### src/rtl/hdmi_tx_pkg.sv
// rtl/hdmi_tx_pkg.sv - shared timing types, FSM states and colour-bar helpers
package hdmi_tx_pkg;

  typedef struct packed {
    int unsigned active;
    int unsigned fp;
    int unsigned sync;
    int unsigned bp;
  } axis_timing_t;

  typedef enum logic [1:0] {
    ST_SEEK   = 2'd0,
    ST_ARMED  = 2'd1,
    ST_STREAM = 2'd2
  } raster_state_e;

  localparam int unsigned NUM_BARS = 8;

  // {R,G,B} component enables; each enabled component is driven all-ones
  localparam logic [2:0] RGB_WHITE   = 3'b111;
  localparam logic [2:0] RGB_YELLOW  = 3'b110;
  localparam logic [2:0] RGB_CYAN    = 3'b011;
  localparam logic [2:0] RGB_GREEN   = 3'b010;
  localparam logic [2:0] RGB_MAGENTA = 3'b101;
  localparam logic [2:0] RGB_RED     = 3'b100;
  localparam logic [2:0] RGB_BLUE    = 3'b001;
  localparam logic [2:0] RGB_BLACK   = 3'b000;

  function automatic int unsigned axis_total(axis_timing_t t);
    return t.active + t.fp + t.sync + t.bp;
  endfunction

  // First h_cnt value belonging to bar idx
  function automatic int unsigned bar_threshold(int unsigned x_res, int unsigned idx);
    return (idx * x_res) / NUM_BARS;
  endfunction

  function automatic logic [2:0] bar_rgb(int unsigned idx);
    case (idx)
      0:       return RGB_WHITE;
      1:       return RGB_YELLOW;
      2:       return RGB_CYAN;
      3:       return RGB_GREEN;
      4:       return RGB_MAGENTA;
      5:       return RGB_RED;
      6:       return RGB_BLUE;
      default: return RGB_BLACK;
    endcase
  endfunction

endpackage

### src/rtl/hdmi_tx_raster_ctrl_if.sv
// rtl/hdmi_tx_raster_ctrl_if.sv - video stream bundle into the raster controller
interface hdmi_tx_raster_ctrl_if;

  logic [31:0] tdata;
  logic        tvalid;
  logic        tready;
  logic        tuser;
  logic        tlast;

  modport master (output tdata, output tvalid, output tuser, output tlast, input tready);
  modport slave  (input tdata, input tvalid, input tuser, input tlast, output tready);

endinterface

### src/rtl/hdmi_raster_cnt.sv
// rtl/hdmi_raster_cnt.sv - free-running h/v raster counters with region flags
module hdmi_raster_cnt
  import hdmi_tx_pkg::*;
#(
  parameter axis_timing_t H_TIM = '{active: 1920, fp: 88, sync: 44, bp: 148},
  parameter axis_timing_t V_TIM = '{active: 1080, fp: 4, sync: 5, bp: 36},
  parameter int HW = 12,
  parameter int VW = 11
) (
  input  logic          clk_i,
  input  logic          rst_i,
  output logic [HW-1:0] h_cnt_o,
  output logic [VW-1:0] v_cnt_o,
  output logic          active_o,
  output logic          hsync_o,
  output logic          vsync_o,
  output logic          frame_end_o
);

  localparam int unsigned H_TOTAL = axis_total(H_TIM);
  localparam int unsigned V_TOTAL = axis_total(V_TIM);

  localparam logic [HW-1:0] H_LAST = HW'(H_TOTAL - 1);
  localparam logic [HW-1:0] H_ACT  = HW'(H_TIM.active);
  localparam logic [HW-1:0] H_SS   = HW'(H_TIM.active + H_TIM.fp);
  localparam logic [HW-1:0] H_SE   = HW'(H_TIM.active + H_TIM.fp + H_TIM.sync);
  localparam logic [VW-1:0] V_LAST = VW'(V_TOTAL - 1);
  localparam logic [VW-1:0] V_ACT  = VW'(V_TIM.active);
  localparam logic [VW-1:0] V_SS   = VW'(V_TIM.active + V_TIM.fp);
  localparam logic [VW-1:0] V_SE   = VW'(V_TIM.active + V_TIM.fp + V_TIM.sync);

  logic [HW-1:0] h_cnt_q, h_cnt_d;
  logic [VW-1:0] v_cnt_q, v_cnt_d;

  always_comb begin
    h_cnt_d = h_cnt_q + 1'b1;
    v_cnt_d = v_cnt_q;
    if (h_cnt_q == H_LAST) begin
      h_cnt_d = '0;
      v_cnt_d = (v_cnt_q == V_LAST) ? '0 : v_cnt_q + 1'b1;
    end
  end

  always_ff @(posedge clk_i) begin
    if (rst_i) begin
      h_cnt_q <= '0;
      v_cnt_q <= '0;
    end else begin
      h_cnt_q <= h_cnt_d;
      v_cnt_q <= v_cnt_d;
    end
  end

  assign h_cnt_o     = h_cnt_q;
  assign v_cnt_o     = v_cnt_q;
  assign active_o    = (h_cnt_q < H_ACT) && (v_cnt_q < V_ACT);
  assign hsync_o     = (h_cnt_q >= H_SS) && (h_cnt_q < H_SE);
  assign vsync_o     = (v_cnt_q >= V_SS) && (v_cnt_q < V_SE);
  assign frame_end_o = (h_cnt_q == H_LAST) && (v_cnt_q == V_LAST);

endmodule

### src/rtl/hdmi_tx_raster_ctrl.sv
// rtl/hdmi_tx_raster_ctrl.sv - raster owner locking a video stream to HDMI timing
// Fill is black unless HDMI_TX_RASTER_COLORBAR_EN selects 8 vertical colour bars.
module hdmi_tx_raster_ctrl
  import hdmi_tx_pkg::*;
#(
  parameter int unsigned X_RES    = 1920,
  parameter int unsigned Y_RES    = 1080,
  parameter int unsigned H_FP     = 88,
  parameter int unsigned H_SYNC   = 44,
  parameter int unsigned H_BP     = 148,
  parameter int unsigned V_FP     = 4,
  parameter int unsigned V_SYNC   = 5,
  parameter int unsigned V_BP     = 36,
  parameter int unsigned PX_WIDTH = 10
) (
  input  logic                    px_clk_i,
  input  logic                    rst_i,
  hdmi_tx_raster_ctrl_if.slave    video_i,
  output logic [3*PX_WIDTH-1:0]   px_o,
  output logic                    de_o,
  output logic                    hsync_o,
  output logic                    vsync_o,
  output logic                    locked_o,
  output logic                    underrun_o,
  output logic                    frame_err_o
);

  localparam axis_timing_t H_TIM = '{active: X_RES, fp: H_FP, sync: H_SYNC, bp: H_BP};
  localparam axis_timing_t V_TIM = '{active: Y_RES, fp: V_FP, sync: V_SYNC, bp: V_BP};
  localparam int HW  = $clog2(axis_total(H_TIM));
  localparam int VW  = $clog2(axis_total(V_TIM));
  localparam int PXW = 3 * PX_WIDTH;
  localparam logic [HW-1:0] X_LAST = HW'(X_RES - 1);

  logic [HW-1:0] h_cnt;
  logic [VW-1:0] v_cnt;
  logic          active, hsync, vsync, frame_end;

  hdmi_raster_cnt #(
    .H_TIM (H_TIM),
    .V_TIM (V_TIM),
    .HW    (HW),
    .VW    (VW)
  ) u_raster_cnt (
    .clk_i       (px_clk_i),
    .rst_i       (rst_i),
    .h_cnt_o     (h_cnt),
    .v_cnt_o     (v_cnt),
    .active_o    (active),
    .hsync_o     (hsync),
    .vsync_o     (vsync),
    .frame_end_o (frame_end)
  );

  raster_state_e  state_q, state_d;
  logic [PXW-1:0] px_q, px_d, fill_px;
  logic           de_q, hsync_q, vsync_q, locked_q;
  logic           underrun_q, underrun_d, frame_err_q, frame_err_d;
  logic           ready;
  logic           is_line_end, is_origin;
  logic           unused_tdata;

  assign unused_tdata = ^video_i.tdata;
  assign is_line_end  = (h_cnt == X_LAST);
  assign is_origin    = (h_cnt == '0) && (v_cnt == '0);

`ifdef HDMI_TX_RASTER_COLORBAR_EN
  logic [2:0] bar_sel;

  always_comb begin
    bar_sel = bar_rgb(0);
    for (int unsigned i = 1; i < NUM_BARS; i++) begin
      if (32'(h_cnt) >= bar_threshold(X_RES, i)) bar_sel = bar_rgb(i);
    end
    fill_px = {{PX_WIDTH{bar_sel[2]}}, {PX_WIDTH{bar_sel[1]}}, {PX_WIDTH{bar_sel[0]}}};
  end
`else
  assign fill_px = '0;
`endif

  // The SOF beat is held (not accepted) in SEEK so it can be consumed at lock
  always_comb begin
    ready = 1'b0;
    if (!rst_i) begin
      case (state_q)
        ST_SEEK:   ready = !(video_i.tvalid && video_i.tuser);
        ST_STREAM: ready = active;
        default:   ready = 1'b0;
      endcase
    end
  end

  assign video_i.tready = ready;

  always_comb begin
    state_d     = state_q;
    px_d        = active ? fill_px : '0;
    underrun_d  = 1'b0;
    frame_err_d = 1'b0;
    case (state_q)
      ST_SEEK: begin
        if (video_i.tvalid && video_i.tuser) state_d = ST_ARMED;
      end
      ST_ARMED: begin
        if (frame_end) state_d = ST_STREAM;
      end
      ST_STREAM: begin
        if (active) begin
          if (!video_i.tvalid) begin
            underrun_d = 1'b1;
            state_d    = ST_SEEK;
          end else begin
            px_d = video_i.tdata[PXW-1:0];
            if ((video_i.tlast != is_line_end) || (video_i.tuser && !is_origin)) begin
              frame_err_d = 1'b1;
              state_d     = ST_SEEK;
            end
          end
        end
      end
      default: state_d = ST_SEEK;
    endcase
  end

  always_ff @(posedge px_clk_i) begin
    if (rst_i) begin
      state_q     <= ST_SEEK;
      px_q        <= '0;
      de_q        <= 1'b0;
      hsync_q     <= 1'b0;
      vsync_q     <= 1'b0;
      locked_q    <= 1'b0;
      underrun_q  <= 1'b0;
      frame_err_q <= 1'b0;
    end else begin
      state_q     <= state_d;
      px_q        <= px_d;
      de_q        <= active;
      hsync_q     <= hsync;
      vsync_q     <= vsync;
      locked_q    <= (state_q == ST_STREAM);
      underrun_q  <= underrun_d;
      frame_err_q <= frame_err_d;
    end
  end

  assign px_o        = px_q;
  assign de_o        = de_q;
  assign hsync_o     = hsync_q;
  assign vsync_o     = vsync_q;
  assign locked_o    = locked_q;
  assign underrun_o  = underrun_q;
  assign frame_err_o = frame_err_q;

endmodule

### src/flat_wrapper.sv
// flat-port wrapper written by rule: the top's interface ports become plain ports
module hdmi_tx_raster_ctrl_flat import hdmi_tx_pkg::*;
#(
  parameter int unsigned X_RES    = 1920,
  parameter int unsigned Y_RES    = 1080,
  parameter int unsigned H_FP     = 88,
  parameter int unsigned H_SYNC   = 44,
  parameter int unsigned H_BP     = 148,
  parameter int unsigned V_FP     = 4,
  parameter int unsigned V_SYNC   = 5,
  parameter int unsigned V_BP     = 36,
  parameter int unsigned PX_WIDTH = 10
)
  (px_clk_i, rst_i, px_o, de_o, hsync_o, vsync_o, locked_o, underrun_o, frame_err_o, video_i_tdata, video_i_tvalid, video_i_tuser, video_i_tlast, video_i_tready);
  hdmi_tx_raster_ctrl_if video_i_i ();
  input  logic px_clk_i;
  input  logic rst_i;
  output logic [3*PX_WIDTH-1:0] px_o;
  output logic de_o;
  output logic hsync_o;
  output logic vsync_o;
  output logic locked_o;
  output logic underrun_o;
  output logic frame_err_o;
  input wire logic [$bits(video_i_i.tdata)-1:0] video_i_tdata;
  input wire logic [$bits(video_i_i.tvalid)-1:0] video_i_tvalid;
  input wire logic [$bits(video_i_i.tuser)-1:0] video_i_tuser;
  input wire logic [$bits(video_i_i.tlast)-1:0] video_i_tlast;
  output wire logic [$bits(video_i_i.tready)-1:0] video_i_tready;
  assign video_i_i.tdata = video_i_tdata;
  assign video_i_i.tvalid = video_i_tvalid;
  assign video_i_i.tuser = video_i_tuser;
  assign video_i_i.tlast = video_i_tlast;
  assign video_i_tready = video_i_i.tready;
  hdmi_tx_raster_ctrl #(.X_RES(X_RES), .Y_RES(Y_RES), .H_FP(H_FP), .H_SYNC(H_SYNC), .H_BP(H_BP), .V_FP(V_FP), .V_SYNC(V_SYNC), .V_BP(V_BP), .PX_WIDTH(PX_WIDTH)) u_core (.px_clk_i(px_clk_i), .rst_i(rst_i), .video_i(video_i_i), .px_o(px_o), .de_o(de_o), .hsync_o(hsync_o), .vsync_o(vsync_o), .locked_o(locked_o), .underrun_o(underrun_o), .frame_err_o(frame_err_o));
endmodule
### config.mk
export PLATFORM = sky130hd
export DESIGN_NAME = hdmi_tx_raster_ctrl_flat
export DESIGN_NICKNAME = d
export VERILOG_FILES = /design/src/rtl/hdmi_tx_pkg.sv /design/src/rtl/hdmi_tx_raster_ctrl_if.sv /design/src/rtl/hdmi_raster_cnt.sv /design/src/rtl/hdmi_tx_raster_ctrl.sv /design/src/flat_wrapper.sv
export SDC_FILE = /design/constraint.sdc
export NUM_CORES = 1
export LEC_CHECK = 0
export BUFFER_PORTS_ARGS = -buffer_cell sky130_fd_sc_hd__buf_2
export CAP_MARGIN = 20
export CORE_ASPECT_RATIO = 0.9
export CORE_MARGIN = 4
export CORE_UTILIZATION = 45
export CTS_CLUSTER_SIZE = 10
export DETAILED_ROUTE_END_ITERATION = 8
export PLACE_DENSITY = 0.72
export SETUP_SLACK_MARGIN = 0.1
export SLEW_MARGIN = 20
export SYNTH_ARGS = -nofsm -noshare
export SYNTH_HDL_FRONTEND = slang
export SYNTH_SLANG_ARGS = --single-unit
### constraint.sdc
create_clock -name px_clk_i -period 2.75 [get_ports px_clk_i]
set_input_delay 0.55 -clock px_clk_i [delete_from_list [all_inputs] [get_ports px_clk_i]]
set_output_delay 0.55 -clock px_clk_i [all_outputs]
set_load 0.05 [all_outputs]
; Word level (Yosys, flattened, before mapping)
; Cells that the tools add are included.
[classes]
add_sub_neg = 2
n_lt_le_gt_ge = 6
n_eq_ne = 10
mux = 11
n_bitwise = 3
n_reduce_logical = 17
[op_table]
columns = operator, n
row1 = $lt 11x11->1 const B, 2
row2 = $add 12x1->12 const B, 1
row3 = $eq 12x11->1 const B, 1
row4 = $eq 12x12->1 const B, 1
row5 = $ge 12x11->1 const B, 1
row6 = $logic_not 12->1, 1
row7 = $lt 12x11->1 const B, 1
row8 = $lt 12x12->1 const B, 1
row9 = $add 11x1->11 const B, 1
row10 = $eq 11x11->1 const B, 1
row11 = $ge 11x11->1 const B, 1
row12 = $logic_not 11->1, 1
row13 = $mux 11, 1
row14 = $mux 2, 5
row15 = $logic_and 1x1->1, 7
row16 = $ne 2x1->1 const B, 3
row17 = $pmux 2 s3, 1
row18 = $reduce_and 4->1, 1
row19 = $reduce_or 4->1, 1
row20 = $mux 1, 3
row21 = $ne 3x2->1 const B, 1
row22 = $not 1->1, 3
row23 = $reduce_or 3->1, 1
row24 = $eq 2x1->1 const B, 1
row25 = other kinds (7), 8
[word_totals]
ff_bits = 61
input_bits = 37
output_inout_bits = 37
elab_cells = 59

; Longest topological paths before layout
[logic_depth]
depth_word = 9
ltp_mapped = 7
depth_no_buf = 6

; Hierarchy
; From an unflattened synthesis, not the netlist that was laid out.
[hier_totals]
cells_unflattened = 239
area_unflattened_um2 = 2379.8
[by_module_without_submodules]
columns = mod, n_inst, cells_each, area_each_um2, seq_area_each_um2
row1 = hdmi_tx_raster_ctrl, 1, 104, 1206.2, 760.7
row2 = hdmi_raster_cnt, 1, 135, 1173.6, 460.4

; Worst setup path after synthesis
; No wires, ideal clock.
[synth_path]
path_kind = reg-to-output
from = reg u_core.u_raster_cnt.v_cnt_q[6] (netlist: u_core.u_raster_cnt.v_cnt_o[6])
to = out video_i_tready
t_arrival_ns = 3.711
t_required_ns = 2.200
setup_slack_ns = -1.511
path_stages_with_launch = 5
n_path_buf = 0
path_cell_list = dfxtp_1 -> or4_1 -> o21ai_0 -> nand2_1 -> a2111oi_0
[synth_via]
elab_chain_cells = 4
[synth_rtl]
columns = item, line_no
row1 = "start, declared", hdmi_raster_cnt.sv:33  ; logic [VW-1:0] v_cnt_q, v_cnt_d;
row2 = "start signal, assigned", hdmi_raster_cnt.sv:50  ; v_cnt_q <= v_cnt_d;
row3 = $lt 11x11->1, hdmi_raster_cnt.sv:56  ; assign active_o = (h_cnt_q < H_ACT) && (v_cnt_q < V_ACT);
row4 = $logic_and 1x1->1, hdmi_raster_cnt.sv:56
row5 = $pmux 1 s2, hdmi_tx_raster_ctrl.sv:85  ; case (state_q)
row6 = $mux 1, hdmi_tx_raster_ctrl.sv:84  ; if (!rst_i) begin
row7 = "end, declared", flat_wrapper.sv:29  ; output wire logic [$bits(video_i_i.tready)-1:0] video_i_tready;
; Every way passes these cells.

; Worst setup path after layout
; Same ends and word-level chain as after synthesis.

==> out/metrics.csv <==
metric;value;unit
crit_required;2.20;ns
rrSetupSlack;0.50;ns
r2r_end;u_core.u_raster_cnt.h_cnt_o[5];
drt-met1-wl;2260;µm
finalCriticalPeriod;2.60;ns
synth_area_per_cell;9.18;µm²
rsz0062_at_grt;true;
numPortBuffers;71;
drive_gt1_frac;0.299;
grt_pass1_wl;8650;µm
wl_met2;2440;µm
cp_slowest_stage_delay;0.56;ns
ioPinCount;74;
clk_pin_slew_worst_paths;0.07;ns
cts_sinks;61;
grt_use_total;0.170;
grt_pass1_vias;1808;
cap_violations;0;
synth_top_area_share;0.522;
cts-htree-levels;3;
p_leak;1.28;nW
mostFrequentLayoutCells;buf_2, dfxtp_1, and2_1, nor2_1, nand2_1;
hold_path_depth;2;
antenna_found_initial;0;
row_count;24;
synthCells;255;
outcome;finished clean;
hold_buffers;0;
r2r-start;u_core.u_raster_cnt.h_cnt_o[8];
wl;5180;µm
finalSetupTns;0;ns
worstHoldEndpoint;u_core.underrun_o;
hold_viol_final;0;
powerDensity;577;nW/µm²
cts_tree;done;
initial_core_util;0.475;
core;4920;µm²
dieArea;6420;µm²
grt.overflow.total;0;
die_w;84.0;µm
cts-buffers-inserted;9;
synth-seq-cells;61;
firstDrtPassIters;4;
area_delta_synth_final;28.3;%
critical-path-top-delay-family;simple AND/OR/NAND/NOR gates;
insertion_delay;0.34;ns
highest_layer;met4;
path_max_fanout;3;
ys_warn_count;0;
clockRootBuffer;clkbuf_8;
n_antenna_cell;0;
wl_per_cell;13.0;µm
maxSlewViolCount;0;
cp-end-kind;primary output;
drcViolationCount;0;
fin_skew;0.00620;ns
nNetsFinal;370;
fmaxAchievable;385;MHz
cp_slowest_cell;or4_4;
dpl_cell_area;2770;µm²
cp_num_buf_inv;1;
timing.final.crit_share;0.945;
relSlewSlack;0.656;
synth.distinct_cells;35;
critPathArrivalTime;2.05;ns
peakVddDrop;0.312;mV
hp-start;video_i_tvalid;
synth_nets;296;
worstSetupPathType;flip-flop to primary output;
synth_area;2340;µm²
met3_length;353;µm
die_y;76.4;µm
reg2reg_depth;4;
routed-via-count;2010;
final_common_cell;buf_2;
tightest_slew;0.510;ns
viasPerCell;5.04;
synth_top_cell_by_area;dfxtp_1;
synthTopCellsByArea;dfxtp_1, and2_1, xnor2_1;
gp_congestion;0.863;
clock_path_buffers;2;
setup_viol;0;
post-route-cell-area;3000;µm²
hold_path.class;primary input to flip-flop;
path_cells;or4_4 -> o21ai_4 -> nand2_2 -> a2111oi_4 -> buf_6;
drtIter0Drc;112;
grt_max_degree;32;
final_antenna_net_count;0;
hpwl;3790;µm
yosysSeqAreaShare;0.522;
cp-start-kind;flip-flop;
metrics by stage:
| step | std cells | hold WS [ns] | setup slack, ns | utilization | total power, mW |
|---|---|---|---|---|---|
| 2_1_floorplan | 255 | 0.441 | 0.174 | - | 0.946 |
| 3_3_place_gp | 382 | 0.462 | 0.211 | 0.563 | 0.975 |
| 3_5_place_dp | 382 | 0.471 | 0.193 | 0.563 | 0.977 |
| 4_1_cts | 399 | 0.391 | 0.142 | 0.610 | 1.76 |
| 5_1_grt | 399 | 0.388 | 0.0560 | 0.610 | 1.81 |
| 6_report | 399 | 0.405 | 0.152 | 0.610 | 1.73 |
cell usage after synthesis, drive strengths merged:
cell     instances
a41oi            3
a21o             1
nor4             5
or4              5
ha               4
a21boi           1
and2            30
o21bai           1
nand2b           1
dfxtp           61
and3             3
nor3            12
xor2             2
a2111oi          2
inv             10
nor3b            1
or2              1
nand2           15
o21ai            7
a311o            1
xnor2           10
nand4            8
and4             2
o31ai            1
nand3           11
buf              2
or3b             1
or3              7
a21oi           12
nand4b           1
clkbuf          11
o41ai            1
nor2            22
flip-flops by register name, summed over array words and instances (netlist names):
name                         cells
u_core.vsync_o                   1
u_core.state_q                   2
u_core.u_raster_cnt.v_cnt_o     11
u_core.frame_err_o               1
u_core.locked_o                  1
u_core.de_o                      1
u_core.px_o                     30
u_core.underrun_o                1
u_core.u_raster_cnt.h_cnt_o     12
u_core.hsync_o                   1
routing by layer:
metal | global-route usage | vias to the layer above
li1 | - | 1033
met1 | 0.201 | 912
met2 | 0.274 | 56
met3 | 0.0670 | 9
met4 | 0.0723 | 0
met5 | 0 | -
how the worst max path moves through the flow:
stage / startpoint / to / slack, ns / depth (start not counted)
floorplan: u_core.u_raster_cnt.v_cnt_o[6] / video_i_tready / 0.17 / 4
global placement: u_core.u_raster_cnt.v_cnt_o[6] / video_i_tready / 0.21 / 5
detailed placement: u_core.u_raster_cnt.v_cnt_o[6] / video_i_tready / 0.19 / 5
CTS: u_core.u_raster_cnt.v_cnt_o[6] / video_i_tready / 0.14 / 5
global route: u_core.u_raster_cnt.v_cnt_o[8] / video_i_tready / 0.06 / 5
finish: u_core.u_raster_cnt.v_cnt_o[6] / video_i_tready / 0.15 / 5
worst register-to-register path, delay by kind of cell, from the launching register on:
kind | cells | cell delay (ns)
and+or+nand+nor | 4 | 1.74
DFF | 1 | 0.38
layout make-up:
cell class | instances | area [µm²]
clock buffer | 9 | 124
tap | 65 | 81.3
multi-input combinational | 171 | 1060
fill | 435 | 1920
inverter | 10 | 37.5
clock inverter | 7 | 75.1
timing repair buffer | 76 | 399
sequential | 61 | 1220
power breakdown:
part	total (mW)	switching (mW)	internal (mW)
Combinational	0.0629	0.0318	0.0311
Sequential	0.895	0.00656	0.889
Clock	0.775	0.355	0.420
kinds of logic (layout without fill, tap and decap cells):
| kind of cell | after synthesis | in the layout | synth area share |
|---|---|---|---|
| AND/OR/NAND/NOR | 125 | 125 | 0.291 |
| flip-flops | 61 | 61 | 0.522 |
| XOR/XNOR | 12 | 12 | 0.0449 |
| adder cells (fa/ha/maj) | 4 | 4 | 0.0214 |
| AO/OA/AOI/OAI | 30 | 30 | 0.0818 |
| buffers and inverters | 23 | 102 | 0.0385 |
what timing repair did:
| action | 4_1_cts | 5_1_grt |
|---|---|---|
| pin swaps | 2 | 0 |
| resized for setup | 7 | 0 |
| setup endpoints to repair | 1 | 1 |
| cloned | 0 | 0 |
| endpoints found under the hold margin | 0 | 0 |
| buffers inserted | 1 | 0 |
Power figures use the tool's default switching activity.
